===== src/rtl/spi_slave_ram_burst.sv =====
// SPI slave with an internal single-port RAM: 2-bit command frames set addresses, write or read.
// Optional address post-increment for bursts is enabled by defining SPI_RAM_AUTO_INC_EN.
module spi_slave_ram_burst #(
    parameter int unsigned ADDR_W    = 8,
    parameter int unsigned DATA_W    = 8,
    parameter int unsigned MEM_DEPTH = 256
) (
    input  logic clk,
    input  logic rst,
    input  logic SS_n,
    input  logic MOSI,
    output logic MISO,
    output logic busy,
    output logic abort
);

    localparam int unsigned PW    = (ADDR_W > DATA_W) ? ADDR_W : DATA_W;
    localparam int unsigned CNT_W = $clog2(PW + 1);

    typedef enum logic [2:0] {StIdle, StCmd, StRxPayload, StRdWait, StRdData} state_e;

    state_e            r_state;
    logic [1:0]        r_cmd;
    logic              r_cmd_cnt;
    logic [CNT_W-1:0]  r_cnt;
    logic [PW-1:0]     r_rx;
    logic [DATA_W-1:0] r_tx;
    logic [ADDR_W-1:0] r_wr_addr;
    logic [ADDR_W-1:0] r_rd_addr;
    logic              r_abort;
    logic [DATA_W-1:0] r_mem [MEM_DEPTH];

    logic [PW-1:0]     w_rx_next;
    logic              w_last_rx;
    logic              w_last_rd;
    logic              w_wr_in_range;
    logic              w_rd_in_range;
    logic              w_mem_we;
    logic [DATA_W-1:0] w_rd_word;
    state_e            w_end_state;

    assign w_rx_next     = (r_rx << 1) | PW'(MOSI);
    assign w_last_rx     = (r_cnt == CNT_W'(PW - 1));
    assign w_last_rd     = (r_cnt == CNT_W'(DATA_W - 1));
    assign w_wr_in_range = (32'(r_wr_addr) < MEM_DEPTH);
    assign w_rd_in_range = (32'(r_rd_addr) < MEM_DEPTH);
    assign w_rd_word     = w_rd_in_range ? r_mem[r_rd_addr] : '0;
    assign w_end_state   = SS_n ? StIdle : StCmd;
    // Reset must win over the final-bit write.
    assign w_mem_we      = !rst && (r_state == StRxPayload) && w_last_rx &&
                           (r_cmd == 2'b01) && w_wr_in_range;

`ifdef SPI_RAM_AUTO_INC_EN
    // Wraps at MEM_DEPTH-1; out-of-range addresses wrap naturally at all-ones.
    function automatic logic [ADDR_W-1:0] f_inc(input logic [ADDR_W-1:0] a);
        return (32'(a) == MEM_DEPTH - 1) ? '0 : a + ADDR_W'(1);
    endfunction
`endif

    always_ff @(posedge clk) begin
        if (w_mem_we) begin
            r_mem[r_wr_addr] <= w_rx_next[DATA_W-1:0];
        end
    end

    always_ff @(posedge clk) begin
        if (rst) begin
            r_state   <= StIdle;
            r_cmd     <= '0;
            r_cmd_cnt <= 1'b0;
            r_cnt     <= '0;
            r_rx      <= '0;
            r_tx      <= '0;
            r_wr_addr <= '0;
            r_rd_addr <= '0;
            r_abort   <= 1'b0;
        end else begin
            r_abort <= 1'b0;
            unique case (r_state)
                StIdle: begin
                    if (!SS_n) begin
                        r_cmd[1]  <= MOSI;
                        r_cmd_cnt <= 1'b1;
                        r_state   <= StCmd;
                    end
                end
                StCmd: begin
                    if (SS_n) begin
                        r_state <= StIdle;
                        r_abort <= 1'b1;
                    end else if (!r_cmd_cnt) begin
                        r_cmd[1]  <= MOSI;
                        r_cmd_cnt <= 1'b1;
                    end else begin
                        r_cmd[0] <= MOSI;
                        r_cnt    <= '0;
                        r_state  <= (r_cmd[1] && MOSI) ? StRdWait : StRxPayload;
                    end
                end
                StRxPayload: begin
                    // The final bit completes the frame even if SS_n rises with it.
                    if (w_last_rx) begin
                        case (r_cmd)
                            2'b00:   r_wr_addr <= w_rx_next[ADDR_W-1:0];
                            2'b10:   r_rd_addr <= w_rx_next[ADDR_W-1:0];
`ifdef SPI_RAM_AUTO_INC_EN
                            2'b01:   r_wr_addr <= f_inc(r_wr_addr);
`endif
                            default: ;
                        endcase
                        r_rx      <= w_rx_next;
                        r_cmd_cnt <= 1'b0;
                        r_state   <= w_end_state;
                    end else if (SS_n) begin
                        r_state <= StIdle;
                        r_abort <= 1'b1;
                    end else begin
                        r_rx  <= w_rx_next;
                        r_cnt <= r_cnt + CNT_W'(1);
                    end
                end
                StRdWait: begin
                    if (SS_n) begin
                        r_state <= StIdle;
                        r_abort <= 1'b1;
                    end else begin
                        r_tx    <= w_rd_word;
                        r_cnt   <= '0;
                        r_state <= StRdData;
                    end
                end
                StRdData: begin
                    if (w_last_rd) begin
`ifdef SPI_RAM_AUTO_INC_EN
                        r_rd_addr <= f_inc(r_rd_addr);
`endif
                        r_cmd_cnt <= 1'b0;
                        r_state   <= w_end_state;
                    end else if (SS_n) begin
                        r_state <= StIdle;
                        r_abort <= 1'b1;
                    end else begin
                        r_tx  <= r_tx << 1;
                        r_cnt <= r_cnt + CNT_W'(1);
                    end
                end
                default: r_state <= StIdle;
            endcase
        end
    end

    assign MISO  = (r_state == StRdData) ? r_tx[DATA_W-1] : 1'b0;
    assign busy  = (r_state != StIdle);
    assign abort = r_abort;

endmodule


===== config.mk =====
export PLATFORM = sky130hd
export DESIGN_NAME = spi_slave_ram_burst
export DESIGN_NICKNAME = d
export VERILOG_FILES = /design/src/rtl/spi_slave_ram_burst.sv
export SDC_FILE = /design/constraint.sdc
export NUM_CORES = 2
export LEC_CHECK = 0
export ABC_CLOCK_PERIOD_IN_PS = 11700
export BUFFER_PORTS_ARGS = -buffer_cell sky130_fd_sc_hd__buf_2
export CAP_MARGIN = 15
export CORE_MARGIN = 2
export CORE_UTILIZATION = 35
export DETAILED_ROUTE_END_ITERATION = 10
export MAX_ROUTING_LAYER = met4
export PLACE_DENSITY = 0.49
export SYNTH_ARGS = -nofsm -noshare
export SYNTH_HDL_FRONTEND = slang
export SYNTH_SLANG_ARGS = --single-unit

===== constraint.sdc =====
create_clock -name clk -period 11.7 [get_ports clk]
set_input_delay 0.585 -clock clk [delete_from_list [all_inputs] [get_ports clk]]
set_output_delay 0.585 -clock clk [all_outputs]
set_load 0.05 [all_outputs]

==> impl_metrics.csv <==
group,metric,value,unit
clocking,insertion_delay,860,ps
hold_path,hold_path_class,"input pin to flip-flop",
drt,vias,41090,
grt,grt_usage,20.48,%
synthesis,async_reset_ff_share,0,%
synthesis,synth.avg_cell_area,20.27,um^2
synthesis,ys_warn_count,0,
sta,setup_viol,0,
synthesis,synth_nets,4045,
final_layout,syn_to_final_growth,12.22,%
sta,maxSlewHeadroom,20.01,%
sta,skew,32.23,ps
final_layout,n_fill_cell,20820,
worst_setup_path,cp.arrival,5490,ps
sta,fin_crit_sh,40.98,%
synthesis,yosysTopAreaCellShare,75.10,%
grt,grt_pass1_vias,41350,
worst_setup_path,rrSetupSlack,6910,ps
floorplan,io_pins,7,
worst_setup_path,crit_type,"flip-flop to flip-flop",
final_layout,drive_gt1_share,21.23,%
drt,dr.pass1.iters,5,
sta,hold_viol_final,0,
placement,dp_hpwl,141000,um
sta,fin_tns_setup,0,ps
worst_setup_path,reg2regPathDepth,8,
pwr,peakVddDrop,0.1615,mV
synthesis,ys_seq_area_share,76.32,%
worst_setup_path,worstPathMaxFanout,87,
floorplan,die_x,487.7,um
sta,fin_crit,4795,ps
pwr,p_comb_share,0.2,%
clocking,cts_sinks,2098,
synthesis,yosysTopAreaCell,"edfxtp_1",
floorplan,rows,177,
synthesis,yosysMostFrequentCell,"edfxtp_1",
synthesis,yosys-top-cells-area,"edfxtp_1, mux4_2, mux2i_1, nor2_1, dfxtp_1",
clocking,numCtsBuffers,213,
final_layout,fin_nets,4129,
pwr,clock_power_share,44.7,%
flow_run,cap_violations,0,
synthesis,ys.flop_type,"edfxtp_1",
drt,postRouteAntennaNets,0,
clocking,tritoncts,"done",
synthesis,syn-instance-count,4040,
worst_setup_path,cp_data_required_time,12400,ps
sta,rsz0062_at_grt,"false",
clocking,cts_root_buf,"clkbuf_16",
drt,vias_per_cell,5.595,
pwr,pwr-share-seq,55.1,%
clocking,ctsResizeCount,0,
drt,wl_met1,103500,um
clocking,postCtsSetupBuffers,0,
drt,met2WireLength,110100,um
drt,top_layer,"met4",
placement,finalWeightedCongestion,0.8456,
sta,max_freq,208.6,MHz
pwr,p_int,11.86,mW
synthesis,synth_edf_count,2048,
pwr,cellPowerDensity,160.7,nW/um^2
worst_setup_path,reg2reg_to,"r_tx[1]$_SDFFE_PP0P_",
drt,routedWlPerCell,32.28,um
worst_setup_path,end_kind,"flip-flop",
grt,overflow,0,
clocking,ctsHoldBuffers,1,
sta,holdWs,88.50,ps
drt,drc,0,
grt,grt_max_degree,203,
status,status,"finished clean",
clocking,clk_path_buf_depth,3,
clocking,path_clk_slew,60,ps
grt,grt_pass1_wl,333600,um
drt,wl_met3,16960,um
sta,worst_pin_slew,1170,ps
floorplan,initial_utilization,35.22,%
placement,io_buffers,6,
sta,maxSlewViolCount,0,
pwr,leakagePower,28.66,nW
pwr,sw_frac_of_total,19.69,%
floorplan,core,232500,um^2
floorplan,die_area,237900,um^2
worst_setup_path,cp-start-kind,"flip-flop",
drt,totalWireLength,237000,um
pwr,switchingPower,2.909,mW
floorplan,dieHeight,487.7,um
synthesis,ys_seq_elements,2098,
clocking,htree_levels,4,
grt,antenna_found_initial,12,
worst_setup_path,crit_end,"r_tx[1]$_SDFFE_PP0P_",
synthesis,ys_types,73,
synthesis,synth_common_cells,"edfxtp_1, mux4_2, nor2_1",
drt,initialDrtViolationCount,4647,
synthesis,netlist_area,81890,um^2
-- final cells by class --
| type | instances | area (um^2) | area share [%] |
|---|---|---|---|
| sequential | 2098 | 62540 | 68.06 |
| multi-input combinational | 1697 | 17970 | 19.55 |
| clock buffer | 269 | 5645 | 6.143 |
| tap | 3043 | 3807 | 4.143 |
| clock inverter | 118 | 980.9 | 1.067 |
| timing repair buffer | 103 | 897.1 | 0.9762 |
| inverter | 11 | 46.29 | 0.05038 |
| antenna | 4 | 10.01 | 0.01089 |
-- layer usage --
| layer | vias up | track usage [%] |
|---|---|---|
| met4 | 0 | 5.788 |
| met2 | 1555 | 30.64 |
| li1 | 16830 | - |
| met1 | 22360 | 28.84 |
| met3 | 339 | 3.567 |
| met5 | - | - |
-- how the worst min path moves through the flow --
stage / cells past startpoint / from / slack, ps / endpoint
final: 2 / SS_n / 90 / r_state[1]$_SDFFE_PP0P_
after global routing: 2 / SS_n / 100 / abort$_SDFF_PP0_
after CTS: 2 / SS_n / 5 / r_state[1]$_SDFFE_PP0P_
after detailed placement: 2 / r_rd_addr[0]$_SDFFE_PP0N_ / 440 / flip-flop
after global placement: 2 / r_rd_addr[1]$_SDFFE_PP0N_ / 430 / flip-flop
after floorplan: 2 / r_rd_addr[0]$_SDFFE_PP0N_ / 430 / flip-flop
-- critical path, stage by stage, from the launching register on --
cell      delay, ps
dfxtp_4         670
buf_12          540
buf_12          490
mux4_2          610
o211ai_1        280
o311ai_1        300
nor4_1          960
or4_1           250
a221oi_1         70
-- flip-flops by register name (all words and copies together) (netlist names), 2 cells and up, named ones only --
| signal | count |
|---|---|
| r_mem | 2048 |
| r_rd_addr | 8 |
| r_tx | 8 |
| r_wr_addr | 8 |
| r_rx | 7 |
| r_cnt | 4 |
| r_state | 3 |
| r_cmd | 2 |
-- per-stage QoR --
stage          std cells  area [um^2]  setup slack, ps  power [mW]  utilization (%)
5_1_grt             7342        91890             6725       15.17            39.52
3_5_place_dp        6950        85240             6815       8.329            36.66
3_3_place_gp        6947        85210             6217       8.328            36.64
4_1_cts             7338        91870             6801       14.89            39.51
6_report            7343        91900             6905       14.77            39.52
2_1_floorplan       4040        81890             7392       8.308                -
-- cell families (layout without fill, tap and decap cells) --
logic type      count (synthesis)  in the layout  share of synthesized area [%]
flops                        2098           2098                          76.32
simple gates                  720            720                          3.742
mux                           644            644                          15.32
compound gates                331            331                          2.750
buf+inv                       245            501                          1.837
fa+ha+maj                       1              1                        0.01528
xor+xnor                        1              1                        0.01070
other cells                     0              4                              0
-- layout by cell type (no fill, tap or decap), types with 46 or more instances in the layout --
| master | n |
|---|---|
| buf_4 | 84 |
| o21ai_0 | 46 |
| nand3_1 | 49 |
| mux2i_1 | 147 |
| mux4_2 | 476 |
| edfxtp_1 | 2048 |
| nor2_1 | 328 |
| clkbuf_16 | 217 |
| a21oi_1 | 70 |
| nand2_1 | 216 |
| clkinv_1 | 57 |
| clkbuf_1 | 50 |
-- power by group through the flow --
| stage | combinational (mW) | clock [mW] | sequential (mW) |
|---|---|---|---|
| 2_1_floorplan | 0.0110 | 0 | 8.30 |
| 3_3_place_gp | 0.0338 | 0 | 8.29 |
| 3_5_place_dp | 0.0347 | 0 | 8.29 |
| 4_1_cts | 0.0349 | 6.72 | 8.13 |
| 5_1_grt | 0.0378 | 7.00 | 8.13 |
| 6_report | 0.0350 | 6.60 | 8.14 |
(Power assumes the default switching activity.)
